File: config.mk
export PLATFORM = sky130hd
export DESIGN_NAME = seq_restoring_divider
export DESIGN_NICKNAME = d
export VERILOG_FILES = /design/src/rtl/seq_restoring_divider_pkg.sv /design/src/rtl/seq_restoring_divider_addsub.sv /design/src/rtl/seq_restoring_divider.sv
export SDC_FILE = /design/constraint.sdc
export NUM_CORES = 1
export LEC_CHECK = 0
export BUFFER_PORTS_ARGS = -buffer_cell sky130_fd_sc_hd__buf_2
export CAP_MARGIN = 20
export CORE_MARGIN = 2
export CORE_UTILIZATION = 37
export DETAILED_ROUTE_END_ITERATION = 16
export GPL_ROUTABILITY_DRIVEN = 0
export PLACE_DENSITY_LB_ADDON = 0.3
export SLEW_MARGIN = 20
export SYNTH_ARGS = -nofsm -noshare
export SYNTH_HDL_FRONTEND = slang
export SYNTH_SLANG_ARGS = --single-unit
File: constraint.sdc
create_clock -name clk -period 4 [get_ports clk]
set_input_delay 0.8 -clock clk [delete_from_list [all_inputs] [get_ports clk]]
set_output_delay 0.8 -clock clk [all_outputs]
set_load 0.05 [all_outputs]
File: src/rtl/seq_restoring_divider_pkg.sv
// Shared definitions for the sequential restoring divider.
package seq_restoring_divider_pkg;

  // Default operand/result width.
  localparam int DIV_WIDTH = 4;

  // Divider control states.
  typedef enum logic [1:0] {
    ST_IDLE = 2'd0,
    ST_RUN  = 2'd1,
    ST_FIN  = 2'd2
  } div_state_t;

  // Width of an iteration counter that must reach w.
  function automatic int cnt_width(input int w);
    return $clog2(w + 1);
  endfunction

  localparam int DIV_CNT_W = cnt_width(DIV_WIDTH);

endpackage

File: src/rtl/seq_restoring_divider_addsub.sv
// N-bit ripple-carry adder/subtractor: k=0 -> a+b, k=1 -> a-b.
module nbit_addsub #(
  parameter int N = 5
) (
  input  logic [N-1:0] a,
  input  logic [N-1:0] b,
  input  logic         k,
  output logic [N-1:0] sum,
  output logic         overflow
);

  logic [N-1:0] b_x;
  logic [N:0]   c;

  // Full-adder chain; subtract by inverting b and injecting carry-in 1.
  always_comb begin
    b_x  = b ^ {N{k}};
    c    = '0;
    c[0] = k;
    sum  = '0;
    for (int unsigned i = 0; i < N; i++) begin
      sum[i]   = a[i] ^ b_x[i] ^ c[i];
      c[i + 1] = (a[i] & b_x[i]) | (c[i] & (a[i] ^ b_x[i]));
    end
    overflow = c[N] ^ c[N-1];
  end

endmodule

File: src/rtl/seq_restoring_divider.sv
// Multi-cycle unsigned restoring divider with start/done handshake.
module seq_restoring_divider
  import seq_restoring_divider_pkg::*;
#(
  parameter int WIDTH = DIV_WIDTH
) (
  input  logic             clk,
  input  logic             reset,
  input  logic             start,
  input  logic [WIDTH-1:0] dividend,
  input  logic [WIDTH-1:0] divisor,
  output logic             busy,
  output logic             done,
  output logic [WIDTH-1:0] quotient,
  output logic [WIDTH-1:0] remainder,
  output logic             div_by_zero
);

  localparam int CNT_W = cnt_width(WIDTH);
  localparam logic [CNT_W-1:0] LAST_ITER = CNT_W'(WIDTH - 1);

  div_state_t       state_q, state_d;
  logic [CNT_W-1:0] cnt_q, cnt_d;
  // R is kept WIDTH bits wide: its top bit is always zero between iterations
  // (R < divisor), so only the shifted value needs the extra bit.
  logic [WIDTH-1:0] r_q, r_d;
  logic [WIDTH-1:0] q_q, q_d;
  logic [WIDTH-1:0] dvs_q, dvs_d;
  logic             zdiv_q, zdiv_d;
  logic             busy_q, busy_d;
  logic             done_q, done_d;
  logic [WIDTH-1:0] quo_q, quo_d;
  logic [WIDTH-1:0] rem_q, rem_d;
  logic             dbz_q, dbz_d;

  logic [WIDTH:0]   r_sh;
  logic [WIDTH:0]   t;
  logic [WIDTH-1:0] r_next;
  logic [WIDTH-1:0] q_next;

  // Trial subtraction on the shared adder-subtractor, subtract mode.
  assign r_sh = {r_q, q_q[WIDTH-1]};

  nbit_addsub #(
    .N (WIDTH + 1)
  ) u_addsub (
    .a        (r_sh),
    .b        ({1'b0, dvs_q}),
    .k        (1'b1),
    .sum      (t),
    .overflow ()
  );

  // Non-negative trial result is kept and sets the quotient bit; else restore.
  always_comb begin
    r_next = t[WIDTH] ? r_sh[WIDTH-1:0] : t[WIDTH-1:0];
    q_next = {q_q[WIDTH-2:0], ~t[WIDTH]};
  end

  // Next-state, datapath and output-register logic.
  always_comb begin
    state_d = state_q;
    cnt_d   = cnt_q;
    r_d     = r_q;
    q_d     = q_q;
    dvs_d   = dvs_q;
    zdiv_d  = zdiv_q;
    busy_d  = busy_q;
    done_d  = 1'b0;
    quo_d   = quo_q;
    rem_d   = rem_q;
    dbz_d   = dbz_q;
    case (state_q)
      ST_IDLE: begin
        if (start) begin
          dvs_d   = divisor;
          q_d     = dividend;
          r_d     = '0;
          cnt_d   = '0;
          zdiv_d  = (divisor == '0);
          busy_d  = 1'b1;
          state_d = ST_RUN;
        end
      end
      ST_RUN: begin
        // A zero divisor spends a single RUN cycle so done lands one cycle
        // after acceptance, then reports all-ones and the original dividend.
        if (zdiv_q) begin
          state_d = ST_FIN;
          done_d  = 1'b1;
          quo_d   = '1;
          rem_d   = q_q;
          dbz_d   = 1'b1;
        end else begin
          r_d   = r_next;
          q_d   = q_next;
          cnt_d = cnt_q + 1'b1;
          if (cnt_q == LAST_ITER) begin
            state_d = ST_FIN;
            done_d  = 1'b1;
            quo_d   = q_next;
            rem_d   = r_next;
            dbz_d   = 1'b0;
          end
        end
      end
      ST_FIN: begin
        busy_d  = 1'b0;
        state_d = ST_IDLE;
      end
      default: begin
        busy_d  = 1'b0;
        state_d = ST_IDLE;
      end
    endcase
  end

  // State and output registers with synchronous reset.
  always_ff @(posedge clk) begin
    if (reset) begin
      state_q <= ST_IDLE;
      cnt_q   <= '0;
      r_q     <= '0;
      q_q     <= '0;
      dvs_q   <= '0;
      zdiv_q  <= 1'b0;
      busy_q  <= 1'b0;
      done_q  <= 1'b0;
      quo_q   <= '0;
      rem_q   <= '0;
      dbz_q   <= 1'b0;
    end else begin
      state_q <= state_d;
      cnt_q   <= cnt_d;
      r_q     <= r_d;
      q_q     <= q_d;
      dvs_q   <= dvs_d;
      zdiv_q  <= zdiv_d;
      busy_q  <= busy_d;
      done_q  <= done_d;
      quo_q   <= quo_d;
      rem_q   <= rem_d;
      dbz_q   <= dbz_d;
    end
  end

  assign busy        = busy_q;
  assign done        = done_q;
  assign quotient    = quo_q;
  assign remainder   = rem_q;
  assign div_by_zero = dbz_q;

endmodule

# [Yosys cells after proc, flatten, opt, wreduce, memory -nomap -nowiden]
# Cells that the tools add are included.
[classes] add_sub_neg=1 n_eq_ne=5 n_mux=24 bitwise_logic=24 n_reduce_logical=10
[op_table] op="$mux W4" count=9
[op_table] op="$pmux W4 S2" count=2
[op_table] op="$xor A1 B1 Y1" count=9
[op_table] op="$reduce_and A2 Y1" count=4
[op_table] op="$and A1 B1 Y1" count=7
[op_table] op="$mux W2" count=3
[op_table] op="$mux W3" count=2
[op_table] op="$pmux W3 S2" count=1
[op_table] op="$mux W1" count=5
[op_table] op="$not A4 Y5" count=1
[op_table] op="$logic_not A4 Y1" count=1
[op_table] op="$ne A2 B2 Y1 const B" count=2
[op_table] op="$or A1 B1 Y1" count=4
[op_table] op="$pmux W2 S2" count=1
[op_table] op="$reduce_bool A2 Y1" count=2
[op_table] op="$add A3 B1 Y3 const B" count=1
[op_table] op="$eq A3 B2 Y1 const B" count=1
[op_table] op="$ne A3 B3 Y1 const B" count=1
[op_table] op="$not A1 Y1" count=3
[op_table] op="$reduce_and A3 Y1" count=1
[op_table] op="$eq A2 B1 Y1 const B" count=1
[op_table] op="$logic_not A2 Y1" count=1
[op_table] op="$pmux W1 S2" count=1
[op_table] op="$reduce_or A2 Y1" count=1
[word_totals] reg_bits=29 elab_cells=75

# [Longest topological paths before layout]
# Gate-level depths: netlist of the first run.
[depth] word_depth=13 mapped_depth=10 mapped_depth_nobuf=10

# [Modules after synthesis]
# A second synthesis of the first run with hierarchy kept.
[hier_totals] hier_cells=159 area_unflattened_um2=1430.1
[modules_own_cells] mod="seq_restoring_divider" n_inst=1 cells_each=140 area_per_inst_um2=1248.7
[modules_own_cells] mod="nbit_addsub" n_inst=1 cells_each=19 area_per_inst_um2=181.4

# [Worst setup path after synthesis of the first run]
# No wires, ideal clock.
[synth_path] path_kind="register to register" startpoint="register q_q[3]" endpoint="register rem_q[3] (netlist: remainder[3])" setup_ps=132 t_arrival_ps=2580 required_ps=3868 slack_ps=1288 stages_incl_launch_ff=11 path_buffers=0 synth_period_minus_slack_ps=2712 path_cell_list="dfxtp_1 -> inv_1 -> ha_1 -> inv_1 -> fa_1 -> fa_1 -> fa_1 -> xor2_2 -> mux2_2 -> o211ai_1 -> a21oi_1"
[synth_via] elab_chain_len=12
[synth_rtl] element="from (decl)" line="seq_restoring_divider.sv:27" rtl="logic [WIDTH-1:0] q_q, q_d;"
[synth_rtl] element="from (signal assigned)" line="seq_restoring_divider.sv:136" rtl="q_q <= q_d;"
[synth_rtl] element="$and A1 B1 Y1 or $xor A1 B1 Y1 (tied branches)" line="seq_restoring_divider_addsub.sv:23" rtl="c[i + 1] = (a[i] & b_x[i]) | (c[i] & (a[i] ^ b_x[i]));"
[synth_rtl] element="$or A1 B1 Y1" line="seq_restoring_divider_addsub.sv:23"
[synth_rtl] element="$and A1 B1 Y1" line="seq_restoring_divider_addsub.sv:23"
[synth_rtl] element="$or A1 B1 Y1" line="seq_restoring_divider_addsub.sv:23"
[synth_rtl] element="$and A1 B1 Y1" line="seq_restoring_divider_addsub.sv:23"
[synth_rtl] element="$or A1 B1 Y1" line="seq_restoring_divider_addsub.sv:23"
[synth_rtl] element="$and A1 B1 Y1" line="seq_restoring_divider_addsub.sv:23"
[synth_rtl] element="$or A1 B1 Y1" line="seq_restoring_divider_addsub.sv:23"
[synth_rtl] element="$xor A1 B1 Y1" line="seq_restoring_divider_addsub.sv:22" rtl="sum[i] = a[i] ^ b_x[i] ^ c[i];"
[synth_rtl] element="$mux W4" line="seq_restoring_divider.sv:56" rtl="r_next = t[WIDTH] ? r_sh[WIDTH-1:0] : t[WIDTH-1:0];"
[synth_rtl] element="$mux W4" line="seq_restoring_divider.sv:98" rtl="if (cnt_q == LAST_ITER) begin"
[synth_rtl] element="$mux W4 (*)" line="seq_restoring_divider.sv:88" rtl="if (zdiv_q) begin"
[synth_rtl] element="to (signal assigned)" line="seq_restoring_divider.sv:142" rtl="rem_q <= rem_d;"
[synth_rtl] element="to (decl)" line="seq_restoring_divider.sv:33" rtl="logic [WIDTH-1:0] rem_q, rem_d;"
# Mark *: on every way between the ends. The rest lies on a longest branch, timed or not. The select of a mux whose other input is x is not followed.
# A chain may end at the register's enable or synchronous reset.

# [Final worst setup path of the first run]
# Same ends and word-level chain as after synthesis.

==> results of run 1 <==
-- kinds of logic after synthesis --
kind of cell | synth area share
and+or+nand+nor | 0.1963
AOI/OAI and AO/OA | 0.1742
DFF | 0.4466
buffers and inverters | 0.05582
adders and majority gates | 0.07508
muxes | 0.03946
xor gates and xnor gates | 0.01252
-- flip-flops by register name, indices dropped and copies added (netlist names) --
signal,count
zdiv_q,1
dvs_q,4
cnt_q,3
q_q,4
quotient,4
r_q,4
busy,1
div_by_zero,1
state_q,2
remainder,4
done,1
-- layer usage --
layer / GRT usage / up-vias / wire length, um
met5: 0 / - / 0
met4: 0.08152 / 0 / 69
met3: 0.06250 / 6 / 122
met2: 0.2553 / 18 / 1350
met1: 0.1822 / 527 / 1271
li1: - / 549 / -
-- worst max path at each step --
| stage | startpoint | endpoint | slack (ps) | cells after the start |
|---|---|---|---|---|
| 6_report | q_q[3]$_SDFFE_PP0P_ | remainder[3]$_SDFFE_PP0P_ | 1040 | 10 |
| 5_1_grt | q_q[3]$_SDFFE_PP0P_ | remainder[3]$_SDFFE_PP0P_ | 900 | 10 |
| 4_1_cts | q_q[3]$_SDFFE_PP0P_ | remainder[3]$_SDFFE_PP0P_ | 1060 | 10 |
| 3_5_place_dp | q_q[3]$_SDFFE_PP0P_ | remainder[3]$_SDFFE_PP0P_ | 1090 | 10 |
| 3_3_place_gp | q_q[3]$_SDFFE_PP0P_ | remainder[3]$_SDFFE_PP0P_ | 1210 | 10 |
| 2_1_floorplan | q_q[3]$_SDFFE_PP0P_ | remainder[3]$_SDFFE_PP0P_ | 1290 | 10 |
-- area by class of cell --
cell class / count / share of cell area
multi-input combinational: 103 / 0.4374
clock buffer: 5 / 0.02538
timing repair buffer: 21 / 0.07107
clock inverter: 3 / 0.01184
sequential: 29 / 0.3926
tap: 46 / 0.03892
inverter: 9 / 0.02284
-- where the power goes --
group	leakage, uW	total (uW)	switching [uW]	internal (uW)
Clock	0.0000310	176	110	66.1
Sequential	0.000236	313	11.2	302
Combinational	0.000337	93.2	56.8	36.3
-- through the flow --
stage | hold slack, ps | power, uW | setup slack, ps | utilization | instances
2_1_floorplan | 453.8 | 390.6 | 1288 | - | 149
3_3_place_gp | 441.7 | 408.3 | 1206 | 0.4234 | 208
3_5_place_dp | 445.5 | 412.0 | 1090 | 0.4234 | 208
4_1_cts | 462.4 | 586.4 | 1056 | 0.4397 | 216
5_1_grt | 501.2 | 609.7 | 898.7 | 0.4397 | 216
6_report | 455.6 | 582.3 | 1036 | 0.4397 | 216
-- worst reg2reg max path: cells and delay by family (launching register included) --
family | cells | cell delay (ps)
compound gates | 2 | 240
xor+xnor | 1 | 360
fa+ha+maj | 4 | 1380
buf+inv | 2 | 140
flops | 1 | 320
mux | 1 | 400
-- cells in the final DEF, fill, tap and decap left out, drive strengths merged --
cell and instances:
o211ai 1, a22o 2, dfxtp 29, clkbuf 5, mux2 1, a22oi 1
nor4 1, fa 3, inv 9, nor3 11, o221ai 1, buf 21
clkinv 2, nor2 21, a211oi 3, ha 3, nor2b 1, or3 2
nand2 17, o21ai 6, nand2b 3, a311oi 3, a211o 1, nand4 1
o2bb2ai 2, mux2i 4, a21oi 11, clkinvlp 1, a32oi 1, nand3 1
a21o 1, xor2 1
==> summary.txt, run 1 <==
Timing
  • Slew @ Worst Pin: about 800 ps
  • Fin crit period: 2964 ps
  • Endpoints failing hold: 0
  • Final setup fails: 0
  • RSZ-0062 raised after global routing: no
  • Slew headroom: 0.4624
  • Fraction of the cycle the final worst path needs: 0.7410
  • TNS Setup: 0 ps
  • FMAX: 337.4 MHz
  • Final Max Tran Viols: 0
  • Final Skew: between 10 and 15 ps

Logic synthesis
  • Post-synthesis sequential area ratio: 0.4466
  • Most numerous cell in the Yosys netlist: dfxtp_1
  • Top cells by count, synth: dfxtp_1 (29), nor2_1 (20), nand2_1 (17)
  • Syn. warnings: 0
  • Syn Area/Cell: about 8.7 um^2
  • Post-Syn Nets: about 170
  • Top FF cell, synth: dfxtp_1
  • Syn Inst Count: about 150
  • Synth top area share: 0.4466
  • #FFs+latches synth: 29
  • Netlist cell types: 35
  • Synthesized area: ~1300 um^2
  • FFs w/ async S/R, synth: 0
  • Synth top area cells: dfxtp_1 (45%), nor2_1 (5.8%), nand2_1 (4.9%)
  • Number of flops mapped to enable cells by yosys: 0
  • Dominant cell type by area after synthesis: dfxtp_1

Pwr
  • Leakage: a little over 0.0006 uW
  • PwrDens: slightly below 400 nW/um^2
  • Worst vdd ir: approximately 220 uV

Routing
  • Vias per cell: between 5 and 6
  • Drt total wl: about 2800 um
  • Via Count: 1,100
  • DRT Pass-1 Iters: 4
  • Initial DRC count: 24
  • Drt drc: 0
  • DR WL/cell: 13.03 um
  • Antenna Nets Post-Route: 0

Status
  • Outcome: finished, final reports clean

Setup path
  • Flop-to-flop setup slack: roughly 1000 ps
  • CP Max Fanout: 6
  • Worst path bufs/invs: 2
  • Top delay family on crit path: adder cells
  • Crit path kind: flop to flop
  • R2R cell count: 10
  • Critical path launch point type: flop
  • Worst-path cell with the longest stage delay: fa_1
  • Max incr delay on CP: approximately 420 ps
  • FF-to-FF End: remainder[3]$_SDFFE_PP0P_
  • Cell repeated most along the worst path: fa_1
  • Crit path cell chain: inv_1 -> ha_1 -> inv_1 -> fa_1 -> fa_1 -> fa_1 -> xor2_2 -> mux2_2 -> o211ai_1 -> a21oi_1
  • Critical path arrival: between 3000 and 4000 ps
  • R2R Path Start: q_q[3]$_SDFFE_PP0P_
  • Req. time, crit path: between 4000 and 5000 ps
  • Worst Setup End Kind: flop

Global route
  • Vias in the first global route: between 1,000 and 1,500
  • Largest net degree at the start of global routing: 29
  • First-pass GRT wire length: ~4800 um
  • Gr ovfl total: 0
  • Initial antenna violation count: 0
  • GRT Total Usage: 0.1587

Floorplan
  • CORE AREA: approximately 3400 um^2
  • Die width: 63.28 um
  • Full die area: between 4000 and 5000 um^2
  • Rows: 21
  • Starting Density: 0.3865
  • IO Pins: 22
  • Die Ht: approximately 63 um

Hold path
  • HP Class: flop to flop
  • Min-Delay Endpoint: busy$_SDFFE_PP0P_
  • Hold Crit Depth: 2
  • Min-delay src: busy$_SDFFE_PP0P_

Place
  • Placed instance area: 1424 um^2
  • Hpwl dp: about 2000 um
  • I/O Buffers: 21

Final layout
  • Register Area: 580.6 um^2
  • Share of layout cells above drive strength 1: 0.2059
  • Final nets: ~190
  • Fillers: ~380
  • Final cell area excluding filler cells: roughly 1500 um^2
  • Footprint of the multi-input gates: between 600 and 700 um^2
  • # diodes: 0
  • Area Overhead vs Synth: 13.76%

CTS
  • Worst-skew pair later-pin latency: about 340 ps
  • Resized cells post-CTS: 0
  • # hold bufs at CTS: 0
  • Total clock sinks: 29
  • Num CTS Buffers: 5
  • CTS max path bufs: 2
  • CTS tree: done
  • Post CTS Setup Buffer Count: 0
  • H-tree Lvls: 2
  • Worst-path clk slew: 100 ps
  • CTS Root Cell: clkbuf_4

Run
  • MaxCap Viol Count: 0
Power figures use the tool's default switching activity.
==> run 2: changes to the inputs <==
Settings changed: ABC_AREA from default to 1.
Clock period 4 ns to 2.65 ns, I/O delays scaled along.
==> run 2 against run 1 <==
  * Count of clock-buffer cells in the layout stayed put
  * Synthesized area grew 3.3%
  * Critical endpoint is now r_q[3]$_SDFFE_PP0P_
  * Die area up 3.1%
  * Critical path depth rose by 3
  * Sequential power rose by 52%
  * Largest cell class unchanged
  * Wire length is 4.2% higher
  * Sequential share of layout area fell by 2.5 points
  * Fmax is 22% higher
==> summary.txt, run 2 <==
Status
  • Outcome: finished, final reports clean

Routing
  • Drt drc: 0 (unchanged)
  • Drt total wl: 2931 um (+4.2%)
  • Vias per cell: 4.805 (-5.7%)
  • DRT Pass-1 Iters: 4 (unchanged)
  • Via Count: 1,206 (+9.6%)
  • DR WL/cell: 11.68 um (-10%)
  • Initial DRC count: 50 (+110%)
  • Antenna Nets Post-Route: 0 (unchanged)

Pwr
  • Post-layout power: 1110 uW (+91%)
  • Worst vdd ir: 396.8 uV (+79%)
  • Leakage: 0.0007319 uW (+21%)
  • PwrDens: 703.1 nW/um^2 (+79%)

Setup path
  • Crit path cell chain: inv_1 -> ha_1 -> inv_1 -> fa_1 -> fa_1 -> fa_1 -> inv_1 -> nand2_1 -> nand2_1 -> inv_1 -> nand2_1 -> nand3_1 -> a21oi_1
  • Req. time, crit path: 2920 ps (-1300 ps)
  • Crit path kind: flop to flop
  • Cell repeated most along the worst path: inv_1
  • R2R Path Start: q_q[3]$_SDFFE_PP0P_
  • Max incr delay on CP: 410 ps (about the same)
  • Top delay family on crit path: adder cells
  • Worst path bufs/invs: 4 (+2)
  • Critical path launch point type: flop
  • CP startpoint: q_q[3]$_SDFFE_PP0P_
  • Flop-to-flop setup slack: 220 ps (-820 ps)
  • Worst Setup End Kind: flop
  • CP Max Fanout: 4 (-2)
  • Critical path arrival: 2710 ps (-470 ps)
  • Worst-path cell with the longest stage delay: fa_1

Timing
  • Worst Hold Slack: 452.5 ps (-3.118 ps)
  • Slew headroom: 0.6609 (+0.1985)
  • Slew @ Worst Pin: 507.4 ps (-293.7 ps)
  • Final setup fails: 0 (unchanged)
  • TNS Setup: 0 ps (unchanged)
  • Fraction of the cycle the final worst path needs: 0.9183 (+0.1773)
  • Endpoints failing hold: 0 (unchanged)
  • FMAX: 410.9 MHz (+22%)
  • Final Max Tran Viols: 0 (unchanged)
  • Final Skew: 7.235 ps (-3.530 ps)
  • RSZ-0062 raised after global routing: no
  • Fin crit period: 2434 ps (-530.4 ps)

Logic synthesis
  • Syn. warnings: 0 (unchanged)
  • Dominant cell type by area after synthesis: dfxtp_1
  • Top cells by count, synth: nand2_1 (41), dfxtp_1 (29), inv_1 (22)
  • Post-Syn Nets: 198 (+19%)
  • Post-synthesis sequential area ratio: 0.4324 (-0.01415)
  • Synth top area share: 0.4324 (-0.01415)
  • Most numerous cell in the Yosys netlist: nand2_1
  • #FFs+latches synth: 29 (unchanged)
  • Syn Area/Cell: 7.417 um^2 (-15%)
  • Synthesized area: 1343 um^2 (+3.3%)
  • Syn Inst Count: 181 (+21%)
  • Number of flops mapped to enable cells by yosys: 0 (unchanged)
  • Synth top area cells: dfxtp_1 (43%), nand2_1 (11%), a21oi_1 (7.5%)
  • Netlist cell types: 21 (-40%)
  • Top FF cell, synth: dfxtp_1
  • FFs w/ async S/R, synth: 0 (unchanged)

Final layout
  • # diodes: 0 (unchanged)
  • Most frequent cells in the layout: nand2_1 (41), dfxtp_1 (29), inv_1 (22)
  • Final nets: 221 (+19%)
  • Commonest non-fill, non-tap cell in the layout: nand2_1
  • Area Overhead vs Synth: 17.61%
  • Share of layout cells above drive strength 1: 0.1805 (-0.02539)

Global route
  • First-pass GRT wire length: 5126 um (+7.1%)
  • Vias in the first global route: 1,134 (+8.3%)
  • GRT Total Usage: 0.1616 (+0.002960)
  • Largest net degree at the start of global routing: 16 (-45%)
  • Initial antenna violation count: 0 (unchanged)
  • Gr ovfl total: 0 (unchanged)

CTS
  • Worst-path clk slew: 100 ps (about the same)
  • CTS Root Cell: clkbuf_4
  • Resized cells post-CTS: 0 (unchanged)
  • Total clock sinks: 29 (unchanged)
  • # hold bufs at CTS: 0 (unchanged)
  • CTS tree: done
  • Num CTS Buffers: 5 (unchanged)
  • Worst-skew pair later-pin latency: 340 ps (about the same)
  • H-tree Lvls: 2 (unchanged)
  • Post CTS Setup Buffer Count: 0 (unchanged)
  • CTS max path bufs: 2 (unchanged)

Floorplan
  • Rows: 21 (unchanged)
  • CORE AREA: 3416 um^2 (+1.6%)
  • IO Pins: 22 (unchanged)
  • Die width: 64.24 um (+1.5%)
  • Full die area: 4126 um^2 (+3.1%)
  • Die Ht: 64.24 um (+1.5%)
  • Starting Density: 0.3930 (+0.006508)

Place
  • I/O Buffers: 21 (unchanged)
  • Hpwl dp: 2116 um (+7.9%)

Hold path
  • HP Class: input port to flop
  • Min-delay src: divisor[0]

Run
  • MaxCap Viol Count: 0 (unchanged)
-- run 2: changes by cell type after synthesis, sizes merged, moves of 5 or more --
| cell | previous run | this run |
|---|---|---|
| nor2 | 21 | 16 |
| nand3 | 1 | 15 |
| nor3 | 11 | 1 |
| a21oi | 11 | 22 |
| inv | 9 | 24 |
| o21ai | 6 | 18 |
| nand2 | 17 | 41 |
-- run 2: layout make-up --
| cell class | count | area (um^2) |
|---|---|---|
| clock buffer | 5 | 37.54 |
| clock inverter | 3 | 65.06 |
| fill | 360 | 1837 |
| inverter | 25 | 93.84 |
| multi-input combinational | 121 | 631.9 |
| sequential | 29 | 580.6 |
| tap | 46 | 57.56 |
| timing repair buffer | 22 | 112.6 |
-- run 2: power by group --
part	switching, uW	leakage [uW]	internal, uW
Combinational	116	0.000440	59.3
Sequential	16.1	0.000237	459
Clock	168	0.0000552	292
Total	300	0.000732	810
-- run 2: path summary, 6_finish.rpt --
| kind | to | depth (start not counted) |
|---|---|---|
| setup / recovery | r_q[3]$_SDFFE_PP0P_ | 13 |
| hold / removal | zdiv_q$_SDFFE_PP0P_ | 4 |
| setup reg to reg | r_q[3]$_SDFFE_PP0P_ | 13 |
| hold reg to reg | cnt_q[0]$_SDFFE_PP0P_ | 1 |
-- run 2: through the flow --
| stage | area [um^2] | utilization | std cells | setup slack, ps |
|---|---|---|---|---|
| 2_1_floorplan | 1343 | - | 181 | 380.9 |
| 3_3_place_gp | 1476 | 0.4322 | 243 | 287.3 |
| 3_5_place_dp | 1476 | 0.4322 | 243 | 224.9 |
| 4_1_cts | 1579 | 0.4623 | 251 | 211.3 |
| 5_1_grt | 1579 | 0.4623 | 251 | 34.84 |
| 6_report | 1579 | 0.4623 | 251 | 216.5 |
-- run 2: worst reg2reg max path, stage by stage (launching register included) --
cell     delay, ps
dfxtp_1        350
inv_1           60
ha_1           130
inv_1           40
fa_1           370
fa_1           390
fa_1           410
inv_1           90
nand2_1        100
nand2_1        100
inv_1           60
nand2_1         70
nand3_1         70
a21oi_1        120
-- run 2: kinds of logic (layout without fill, tap and decap cells) --
family | Yosys count | after routing | share of synthesized area
adder cells (fa/ha/maj) | 6 | 6 | 0.07270
buffers and inverters | 31 | 55 | 0.09693
AO/OA/AOI/OAI | 42 | 42 | 0.1678
flip-flops | 29 | 29 | 0.4324
AND/OR/NAND/NOR | 73 | 73 | 0.2302
-- run 2: routing by layer --
metal	up-vias	track usage	part of all wire
li1	628	-	-
met1	550	0.2174	0.50
met2	23	0.2292	0.43
met3	5	0.04754	0.057
met4	0	0.09043	0.015
met5	-	0	0
==> run 3: changes to the inputs <==
Settings changed: CORE_MARGIN 2 to 1.5, CORE_UTILIZATION 37 to 50, CTS_BUF_LIST from default to sky130_fd_sc_hd__clkbuf_8.
==> run 3 against run 2 <==
  * Clock skew increased by 1.0 ps
  * Flip-flop and latch count unchanged
  * Largest cell class unchanged
  * Critical path type unchanged
  * First-iteration DRC count decreased by 26%
  * Critical path depth unchanged
  * Cell count decreased by 6.4%
  * Highest routed layer unchanged
  * Sequential power about the same
  * Global-route usage increased by 5.7 points
  * Total power increased by 0.99%
==> summary.txt, run 3 (synthesis gave the netlist of run 2 again) <==
Final layout
  • # diodes: 0 (unchanged)
  • Final Util: 0.6301 (+0.1679)
  • Area Overhead vs Synth: 17.33%
  • Final nets: 221 (unchanged)
  • Post-route insts no fill: 235 (-6.4%)
  • Commonest non-fill, non-tap cell in the layout: nand2_1
  • Most frequent cells in the layout: nand2_1 (41), dfxtp_1 (29), inv_1 (23)
  • Fillers: 207 (-43%)
  • Share of layout cells above drive strength 1: 0.1805 (unchanged)

Run
  • MaxCap Viol Count: 0 (unchanged)

Setup path
  • Crit path kind: flop to flop
  • Critical path arrival: 2640 ps (-70 ps)
  • Top delay family on crit path: adder cells
  • Max incr delay on CP: 390 ps (-20 ps)
  • Flop-to-flop setup slack: 210 ps (about the same)
  • Worst Setup End Kind: flop
  • Worst path bufs/invs: 4 (unchanged)
  • Crit path cell chain: inv_1 -> ha_1 -> inv_1 -> fa_1 -> fa_1 -> fa_2 -> inv_1 -> nand2_1 -> nand2_1 -> inv_1 -> nand2_1 -> nand3_1 -> a21oi_1
  • Cell repeated most along the worst path: inv_1
  • Critical path launch point type: flop
  • CP Max Fanout: 4 (unchanged)
  • R2R Path Start: q_q[3]$_SDFFE_PP0P_
  • R2R cell count: 13 (unchanged)
  • Req. time, crit path: 2850 ps (-70 ps)
  • Worst-path cell with the longest stage delay: fa_1
  • FF-to-FF End: remainder[3]$_SDFFE_PP0P_

Pwr
  • Gate power share: 0.160 (+0.002)
  • Leakage: 0.0007384 uW (+0.88%)
  • Clock power frac: 0.417 (+0.003)
  • Switching Share: 0.2661 (-0.004402)
  • Worst vdd ir: 525.7 uV (+32%)
  • PwrDens: 711.8 nW/um^2 (+1.2%)
  • Int Pwr: 822.8 uW (+1.6%)
  • Reg power frac: 0.424 (-0.004)
  • NetSw: 298.4 uW (-0.66%)

Global route
  • Initial antenna violation count: 0 (unchanged)
  • First-pass GRT wire length: 4616 um (-9.9%)
  • Vias in the first global route: 1,103 (-2.7%)
  • Gr ovfl total: 0 (unchanged)
  • GRT Total Usage: 0.2187 (+0.05712)
  • Largest net degree at the start of global routing: 16 (unchanged)

Timing
  • Final setup fails: 0 (unchanged)
  • Final Skew: 8.283 ps (+1.048 ps)
  • Slew @ Worst Pin: 464.2 ps (-43.21 ps)
  • Final Max Tran Viols: 0 (unchanged)
  • Endpoints failing hold: 0 (unchanged)
  • Fin crit period: 2437 ps (+3.749 ps)
  • FMAX: 410.3 MHz (-0.15%)
  • RSZ-0062 raised after global routing: no
  • Fraction of the cycle the final worst path needs: 0.9197 (+0.001415)
  • TNS Setup: 0 ps (unchanged)
  • Slew headroom: 0.6898 (+0.02887)

Status
  • Outcome: finished, final reports clean

Floorplan
  • Starting Density: 0.5370 (+0.1440)
  • Die width: 54.82 um (-15%)
  • Rows: 18 (-14%)
  • IO Pins: 22 (unchanged)
  • CORE AREA: 2500 um^2 (-27%)
  • Die Ht: 54.82 um (-15%)
  • Full die area: 3005 um^2 (-27%)

CTS
  • Resized cells post-CTS: 0 (unchanged)
  • H-tree Lvls: 2 (unchanged)
  • Num CTS Buffers: 5 (unchanged)
  • Post CTS Setup Buffer Count: 0 (unchanged)
  • Total clock sinks: 29 (unchanged)
  • CTS tree: done
  • Worst-skew pair later-pin latency: 280 ps (-60 ps)
  • # hold bufs at CTS: 0 (unchanged)
  • CTS max path bufs: 2 (unchanged)
  • Worst-path clk slew: 70 ps (-30 ps)
  • CTS Root Cell: clkbuf_8

Routing
  • Met1 Wirelength: 1219 um (-17%)
  • Vias per cell: 5.221 (+8.7%)
  • Top Layer Used: met4
  • Initial DRC count: 37 (-26%)
  • DR WL met3: 180 um (+8.4%)
  • Drt drc: 0 (unchanged)
  • DRT Pass-1 Iters: 4 (unchanged)
  • DR WL/cell: 12.14 um (+4.0%)
  • Via Count: 1,227 (+1.7%)
  • Met2 Wirelength: 1410 um (+12%)
  • Antenna Nets Post-Route: 0 (unchanged)
  • Drt total wl: 2854 um (-2.6%)

Hold path
  • Min-Delay Endpoint: cnt_q[0]$_SDFFE_PP0P_
  • Hold Crit Depth: 1 (-3)
  • HP Class: flop to flop
  • Min-delay src: cnt_q[0]$_SDFFE_PP0P_

Place
  • DP Cell Count: 227 (-6.6%)
  • Hpwl dp: 2057 um (-2.8%)
  • I/O Buffers: 21 (unchanged)
## run 3: how the worst max path moves through the flow
stage,cells past startpoint,endpoint,slack [ps],startpoint
6_report,13,remainder[3]$_SDFFE_PP0P_,210,q_q[3]$_SDFFE_PP0P_
4_1_cts,13,q_q[0]$_SDFFE_PP0P_,160,q_q[3]$_SDFFE_PP0P_
5_1_grt,13,q_q[0]$_SDFFE_PP0P_,40,q_q[3]$_SDFFE_PP0P_
3_5_place_dp,13,q_q[0]$_SDFFE_PP0P_,190,q_q[3]$_SDFFE_PP0P_
2_1_floorplan,13,q_q[0]$_SDFFE_PP0P_,380,q_q[3]$_SDFFE_PP0P_
3_3_place_gp,13,remainder[3]$_SDFFE_PP0P_,290,q_q[3]$_SDFFE_PP0P_
## run 3: metal layers
layer / vias up / global-route usage
li1: 625 / -
met1: 558 / 0.2698
met2: 35 / 0.3472
met3: 9 / 0.05464
met4: 0 / 0.1167
met5: - / 0
## run 3: power by group through the flow
stage | logic, uW | clock network, uW | registers, uW
2_1_floorplan | 129 | 0 | 488
3_5_place_dp | 174 | 0 | 485
3_3_place_gp | 170 | 0 | 483
6_report | 179 | 467 | 475
5_1_grt | 207 | 485 | 479
4_1_cts | 177 | 470 | 475
## run 3: area by class of cell
type	count	area, um^2	area share
clock buffers	6	82.58	0.05242
clock inverters	2	33.78	0.02145
inverters	25	93.84	0.05957
multi-input cells	121	634.4	0.4027
flip-flops and latches	29	580.6	0.3685
well taps	30	37.54	0.02383
repair buffers	22	112.6	0.07149
## run 3: stage by stage
stage	worst slack (ps)	power, uW	hold slack, ps	instance area (um^2)
4_1_cts	163.8	1122	465.2	1573
2_1_floorplan	380.9	617.0	429.0	1343
3_5_place_dp	191.2	658.2	455.3	1456
6_report	212.7	1121	460.9	1575
3_3_place_gp	287.9	653.6	445.7	1456
5_1_grt	37.15	1170	479.4	1575
